**config.mk**
```make
export PLATFORM = sky130hd
export DESIGN_NAME = pc_sequencer
export DESIGN_NICKNAME = d
export VERILOG_FILES = /design/src/rtl/pc_pkg.sv /design/src/rtl/pc_return_stack.sv /design/src/rtl/pc_sequencer.sv
export SDC_FILE = /design/constraint.sdc
export NUM_CORES = 1
export LEC_CHECK = 0
export ABC_AREA = 0
export CAP_MARGIN = 5
export CELL_PAD_IN_SITES_DETAIL_PLACEMENT = 0
export CELL_PAD_IN_SITES_GLOBAL_PLACEMENT = 1
export CORE_ASPECT_RATIO = 1.1
export CORE_MARGIN = 1
export CORE_UTILIZATION = 39
export DETAILED_ROUTE_END_ITERATION = 10
export PLACE_DENSITY_LB_ADDON = 0.1
export SYNTH_ARGS = -nofsm -noshare
export SYNTH_HDL_FRONTEND = slang
export SYNTH_SLANG_ARGS = --single-unit
export TNS_END_PERCENT = 20
```
**constraint.sdc**
```tcl
create_clock -name clock -period 4.3 [get_ports clock]
set_clock_uncertainty 0.15 [all_clocks]
set_input_delay 1.29 -clock clock [delete_from_list [all_inputs] [get_ports clock]]
set_output_delay 1.29 -clock clock [all_outputs]
set_load 0.01 [all_outputs]
```
**src/rtl/pc_pkg.sv**
```systemverilog
// pc_pkg -- definitions shared by the PC sequencer and its return stack.
//   PC_ADDR_W       default PC width in bits
//   PC_STEP         sequential increment in bytes
//   PC_RESET_VECTOR PC after reset
//   PC_EXC_VECTOR   PC after an exception redirect
//   PC_RAS_DEPTH    default return-address-stack depth
//   pc_src_e        next-PC source selected by the priority mux
package pc_pkg;

  localparam int          PC_ADDR_W       = 32;
  localparam int          PC_STEP         = 4;
  localparam logic [31:0] PC_RESET_VECTOR = 32'h0000_0000;
  localparam logic [31:0] PC_EXC_VECTOR   = 32'h0000_0080;
  localparam int          PC_RAS_DEPTH    = 4;

  typedef enum logic [2:0] {
    SRC_HOLD   = 3'd0,  // stalled: PC and stack untouched
    SRC_EXC    = 3'd1,
    SRC_BRANCH = 3'd2,
    SRC_CALL   = 3'd3,
    SRC_JUMP   = 3'd4,
    SRC_RET    = 3'd5,
    SRC_SEQ    = 3'd6
  } pc_src_e;

endpackage

```
**src/rtl/pc_return_stack.sv**
```systemverilog
// pc_return_stack -- circular return-address stack.
//   clock, reset : clock and synchronous active-high reset (clears count only)
//   push         : write pushData on top; when full the oldest entry is lost
//   pop          : drop the top entry (ignored when empty)
//   pushData     : address to push
//   top          : current top entry, combinational read
//   count        : number of valid entries, 0..DEPTH
//   empty, full  : count == 0, count == DEPTH
module pc_return_stack #(
  parameter int WIDTH = 32,
  parameter int DEPTH = 4
) (
  input  logic                       clock,
  input  logic                       reset,
  input  logic                       push,
  input  logic                       pop,
  input  logic [WIDTH-1:0]           pushData,
  output logic [WIDTH-1:0]           top,
  output logic [$clog2(DEPTH+1)-1:0] count,
  output logic                       empty,
  output logic                       full
);

  localparam int PTR_W = $clog2(DEPTH);
  localparam int CNT_W = $clog2(DEPTH+1);

  logic [WIDTH-1:0] entry_reg [DEPTH];
  // wr_ptr_reg points at the slot the next push writes; top lives one below.
  // Because the pointer wraps, pushing when full overwrites the oldest entry.
  logic [PTR_W-1:0] wr_ptr_reg;
  logic [CNT_W-1:0] count_reg;

  logic do_push;
  logic do_pop;

  assign empty   = (count_reg == '0);
  assign full    = (count_reg == CNT_W'(DEPTH));
  assign do_push = push;
  assign do_pop  = pop && !push && !empty;

  always_ff @(posedge clock) begin
    if (reset) begin
      wr_ptr_reg <= '0;
      count_reg  <= '0;
    end else if (do_push) begin
      wr_ptr_reg <= wr_ptr_reg + PTR_W'(1);
      if (!full)
        count_reg <= count_reg + CNT_W'(1);
    end else if (do_pop) begin
      wr_ptr_reg <= wr_ptr_reg - PTR_W'(1);
      count_reg  <= count_reg - CNT_W'(1);
    end
  end

  // Entry storage carries no reset; contents are only meaningful below count.
  always_ff @(posedge clock) begin
    if (!reset && do_push)
      entry_reg[wr_ptr_reg] <= pushData;
  end

  assign top   = entry_reg[wr_ptr_reg - PTR_W'(1)];
  assign count = count_reg;

endmodule

```
**src/rtl/pc_sequencer.sv**
```systemverilog
// pc_sequencer -- program counter with exception/branch/call/jump/return
// redirects and a circular return-address stack.
//   clock, reset      : clock, synchronous active-high reset
//   pcWrite           : advance enable (excReq still redirects when 0)
//   excReq            : load EXC_VECTOR
//   branchTaken       : load branchTarget
//   call              : load jumpTarget and push pcPlusStep
//   jump              : load jumpTarget
//   ret               : pop the stack and load the popped address
//   branchTarget, jumpTarget : redirect destinations
//   pcOutput          : registered PC
//   pcPlusStep        : pcOutput + STEP, wraps modulo 2^ADDR_W
//   rasEmpty, rasFull : stack occupancy flags
//   rasUnderflow      : one-cycle pulse after a ret on an empty stack
module pc_sequencer
  import pc_pkg::*;
#(
  parameter int                ADDR_W       = PC_ADDR_W,
  parameter int                STEP         = PC_STEP,
  parameter logic [ADDR_W-1:0] RESET_VECTOR = ADDR_W'(PC_RESET_VECTOR),
  parameter logic [ADDR_W-1:0] EXC_VECTOR   = ADDR_W'(PC_EXC_VECTOR),
  parameter int                RAS_DEPTH    = PC_RAS_DEPTH
) (
  input  logic              clock,
  input  logic              reset,
  input  logic              pcWrite,
  input  logic              excReq,
  input  logic              branchTaken,
  input  logic [ADDR_W-1:0] branchTarget,
  input  logic              jump,
  input  logic              call,
  input  logic [ADDR_W-1:0] jumpTarget,
  input  logic              ret,
  output logic [ADDR_W-1:0] pcOutput,
  output logic [ADDR_W-1:0] pcPlusStep,
  output logic              rasEmpty,
  output logic              rasFull,
  output logic              rasUnderflow
);

  localparam int CNT_W = $clog2(RAS_DEPTH+1);

  logic [ADDR_W-1:0] pc_reg;
  logic [ADDR_W-1:0] pc_next;
  logic              underflow_reg;
  logic              underflow_next;
  pc_src_e           src_sel;

  logic [ADDR_W-1:0] ras_top;
  logic [CNT_W-1:0]  ras_count;
  logic              ras_empty;
  logic              ras_full;
  logic              ras_push;
  logic              ras_pop;

  assign pcPlusStep = pc_reg + ADDR_W'(STEP);

  // Priority select: excReq overrides the stall; everything else needs pcWrite.
  always_comb begin
    src_sel = SRC_HOLD;
    if (excReq)           src_sel = SRC_EXC;
    else if (pcWrite) begin
      if (branchTaken)    src_sel = SRC_BRANCH;
      else if (call)      src_sel = SRC_CALL;
      else if (jump)      src_sel = SRC_JUMP;
      else if (ret)       src_sel = SRC_RET;
      else                src_sel = SRC_SEQ;
    end
  end

  always_comb begin
    pc_next        = pc_reg;
    underflow_next = 1'b0;
    case (src_sel)
      SRC_EXC:    pc_next = EXC_VECTOR;
      SRC_BRANCH: pc_next = branchTarget;
      SRC_CALL:   pc_next = jumpTarget;
      SRC_JUMP:   pc_next = jumpTarget;
      SRC_RET: begin
        // An empty stack degrades ret into a sequential step and flags it.
        if (ras_empty) begin
          pc_next        = pcPlusStep;
          underflow_next = 1'b1;
        end else begin
          pc_next = ras_top;
        end
      end
      SRC_SEQ:    pc_next = pcPlusStep;
      default:    pc_next = pc_reg;
    endcase
  end

  assign ras_push = (src_sel == SRC_CALL);
  assign ras_pop  = (src_sel == SRC_RET) && !ras_empty;

  always_ff @(posedge clock) begin
    if (reset) begin
      pc_reg        <= RESET_VECTOR;
      underflow_reg <= 1'b0;
    end else begin
      pc_reg        <= pc_next;
      underflow_reg <= underflow_next;
    end
  end

  pc_return_stack #(
    .WIDTH (ADDR_W),
    .DEPTH (RAS_DEPTH)
  ) u_ras (
    .clock    (clock),
    .reset    (reset),
    .push     (ras_push),
    .pop      (ras_pop),
    .pushData (pcPlusStep),
    .top      (ras_top),
    .count    (ras_count),
    .empty    (ras_empty),
    .full     (ras_full)
  );

  assign pcOutput     = pc_reg;
  assign rasEmpty     = (ras_count == '0);
  assign rasFull      = ras_full;
  assign rasUnderflow = underflow_reg;

endmodule
```
==> flow_summary.json <==
{
  "holdPathStages": 2,
  "gr-total-overflow": 0,
  "synthSimpleGateAreaFrac": 0.09392,
  "r2r_slack_ns": 1.86,
  "die-area_um2": 19170,
  "hold-worst-slack_ns": 0.3660,
  "synth-seq-cells": 166,
  "p_total_mw": 3.733,
  "viasPerCell": 5.588,
  "syn-cell-area_um2": 7261,
  "cts.clk_slew.worst_paths_ns": 0.07,
  "vias": 5085,
  "critPathArrivalTime_ns": 2.76,
  "pin_count": 139,
  "routed_wl_um": 20530,
  "yosys_most_used_dff": "edfxtp_1",
  "portBuffers": 138,
  "grt_max_degree": 40,
  "row_count": 51,
  "final_util": 0.5492,
  "startpoint_type": "flop",
  "nFillCells": 1477,
  "antenna_found_initial": 0,
  "numCtsBuffers": 17,
  "clock_latency_ns": 0.42,
  "synth-edff-count": 128,
  "cts_buffer_depth": 2,
  "syn-num-nets": 581,
  "min-delay-start": "u_ras.wr_ptr_reg[1]",
  "drtAntennaViolNets": 0,
  "synth_cells": 503,
  "layout-drive-gt1-share": 0.1786,
  "track_usage": 0.2222,
  "synthXorXnorAreaFrac": 0.03619,
  "rsz0062_at_grt": "yes",
  "synth_warnings": 0,
  "min_path_type": "reg2reg",
  "largest_reg_flops": 128,
  "synth.most_common_cell": "edfxtp_1",
  "seq_area_frac_synth": 0.6342,
  "place_inst": 876,
  "ys_top_cells_by_area": "edfxtp_1 53%, dfxtp_1 10%, mux4_2 9.9%",
  "dieHeight_um": 145.1,
  "synth_compound_gate_area_share": 0.09667,
  "n_antenna_cell": 0,
  "synth_top_area_frac": 0.5294,
  "syn2layout_area_growth_pct": 35.64,
  "fin_crit_sh": 0.9767,
  "fin_nets": 737,
  "initial_core_util": 0.4049,
  "syn_area_per_cell_um2": 14.43,
  "synth_top_area_cell": "edfxtp_1",
  "min_period_ns": 4.200,
  "grt_pass1_wl_um": 31360,
  "p_per_area_nw_per_um2": 379.1,
  "grt_pass1_vias": 5361,
  "drt_iter0_markers": 459,
  "status": "completed",
  "required_ns": 2.86,
  "muxShareOfSynthArea": 0.1020,
  "tightest_slew_ns": 0.6206,
  "max_slew_margin": 0.5833,
  "drc": 0,
  "clock-sinks": 166,
  "yosys.area_share.adder": 0.01137,
  "reg2reg_depth": 6,
  "synth_top_family_by_area": "multiplexers",
  "max-vdd-ir-drop_uv": 239.9,
  "max-cap-violations": 0,
  "dr.pass1.iters": 5,
  "r2r-end": "pcOutput[2]",
  "rr_startpoint": "u_ras.wr_ptr_reg[0]",
  "cp-end-kind": "output pin",
  "p_leak_nw": 3.242,
  "synth_commonest_cells": "128 x edfxtp_1, 46 x nand2_1, 38 x dfxtp_1, 32 x mux4_2, 25 x a222oi_1",
  "holdBufCountCts": 0,
  "final_cells": 910,
  "setup_viol": 0,
  "h-tree-depth": 4,
  "synth-async-reset-ratio": 0,
  "ys_types": 42,
  "cts_tree": "built",
  "finalHoldViolCount": 0,
  "fin_setup_tns_ns": 0,
  "hold_end": "u_ras.wr_ptr_reg[1]",
  "slew_viol_final": 0,
  "cp_max_fo": 7,
  "gp_congestion": 0.7864,
  "worstSetupPathType": "reg2out",
  "dp_hpwl_um": 13470,
  "cts_root_buf": "clkbuf_16",
  "wire_per_inst_um": 22.56,
  "fmax_mhz": 238.1,
  "core_area_um2": 17930,
  "die_w_um": 132.1
}
## area by class of cell
cell class | instances | area [um2] | share of cell area
clock buffer | 18 | 429.2 | 0.04358
inverter | 14 | 52.55 | 0.005336
sequential | 166 | 4607 | 0.4678
timing repair buffer | 167 | 1619 | 0.1644
clock inverter | 14 | 222.7 | 0.02261
multi-input combinational | 293 | 2620 | 0.2660
tap | 238 | 297.8 | 0.03024
## cell families after synthesis
kind of cell / Yosys count
buffers and inverters: 44
DFF: 166
muxes: 34
xor gates and xnor gates: 30
adders and majority gates: 6
AOI/OAI and AO/OA: 92
and+or+nand+nor: 131
## layout by cell type (no fill, tap or decap), types with 6 or more instances in the layout
cell	instances
a31oi_1	8
dfxtp_1	36
xnor2_1	15
xnor2_2	7
nand2_1	46
nand4_1	8
buf_4	27
a21oi_1	18
and2_1	7
clkdlybuf4s50_1	137
clkbuf_16	17
edfxtp_1	128
o21ai_0	11
a222oi_1	25
a21o_1	8
nor2_1	17
nor3_1	6
o2bb2ai_1	10
mux4_2	32
inv_1	14
and4_1	6
nand3_1	12
## how the worst max path moves through the flow
stage / slack [ns] / start / endpoint / cells after the start
2_1_floorplan: 1.10 / branchTaken / u_ras.entry_reg[0][0] / 4
3_3_place_gp: 0.38 / pcOutput[12] / pcPlusStep[28] / 5
3_5_place_dp: 0.29 / pcOutput[2] / pcPlusStep[14] / 6
4_1_cts: -0.13 / pcOutput[2] / pcPlusStep[24] / 6
5_1_grt: -0.08 / pcOutput[2] / pcPlusStep[28] / 6
6_report: 0.10 / pcOutput[2] / pcPlusStep[24] / 6
## report_power, final
group	internal, mW	leakage (nW)	switching, mW
Clock	1.04	0.312	0.638
Sequential	1.74	1.46	0.0212
Combinational	0.162	1.47	0.135
Total	2.94	3.24	0.794
## through the flow
step | setup WS, ns | cell area [um2]
after floorplan | 1.098 | 7261
after global placement | 0.3751 | 9032
after detailed placement | 0.2921 | 9032
after CTS | -0.1349 | 9708
after global routing | -0.08101 | 9848
final | 0.1002 | 9848
## repair_timing
item                                    CTS  global route
gates resized for setup                   4            20
setup buffers                             0             2
pin swaps                                 0             3
endpoints found under the setup margin   10            17
## metal layers
metal / vias to the layer above / track usage / wire, um / share of wire
met3: 19 / 0.05695 / 1437 / 0.070
met2: 205 / 0.3844 / 10560 / 0.51
met4: 0 / 0.06628 / 216 / 0.011
li1: 2309 / - / - / -
met5: - / 0 / 0 / 0
met1: 2552 / 0.2715 / 8318 / 0.41
## critical path, stage by stage (launching register included)
cell             delay [ns]
dfxtp_1                0.44
ha_1                   0.25
and3_1                 0.28
nand3_2                0.23
nor3_2                 0.26
xor2_2                 0.28
clkdlybuf4s50_1        0.59
Power figures use the tool's default switching activity.
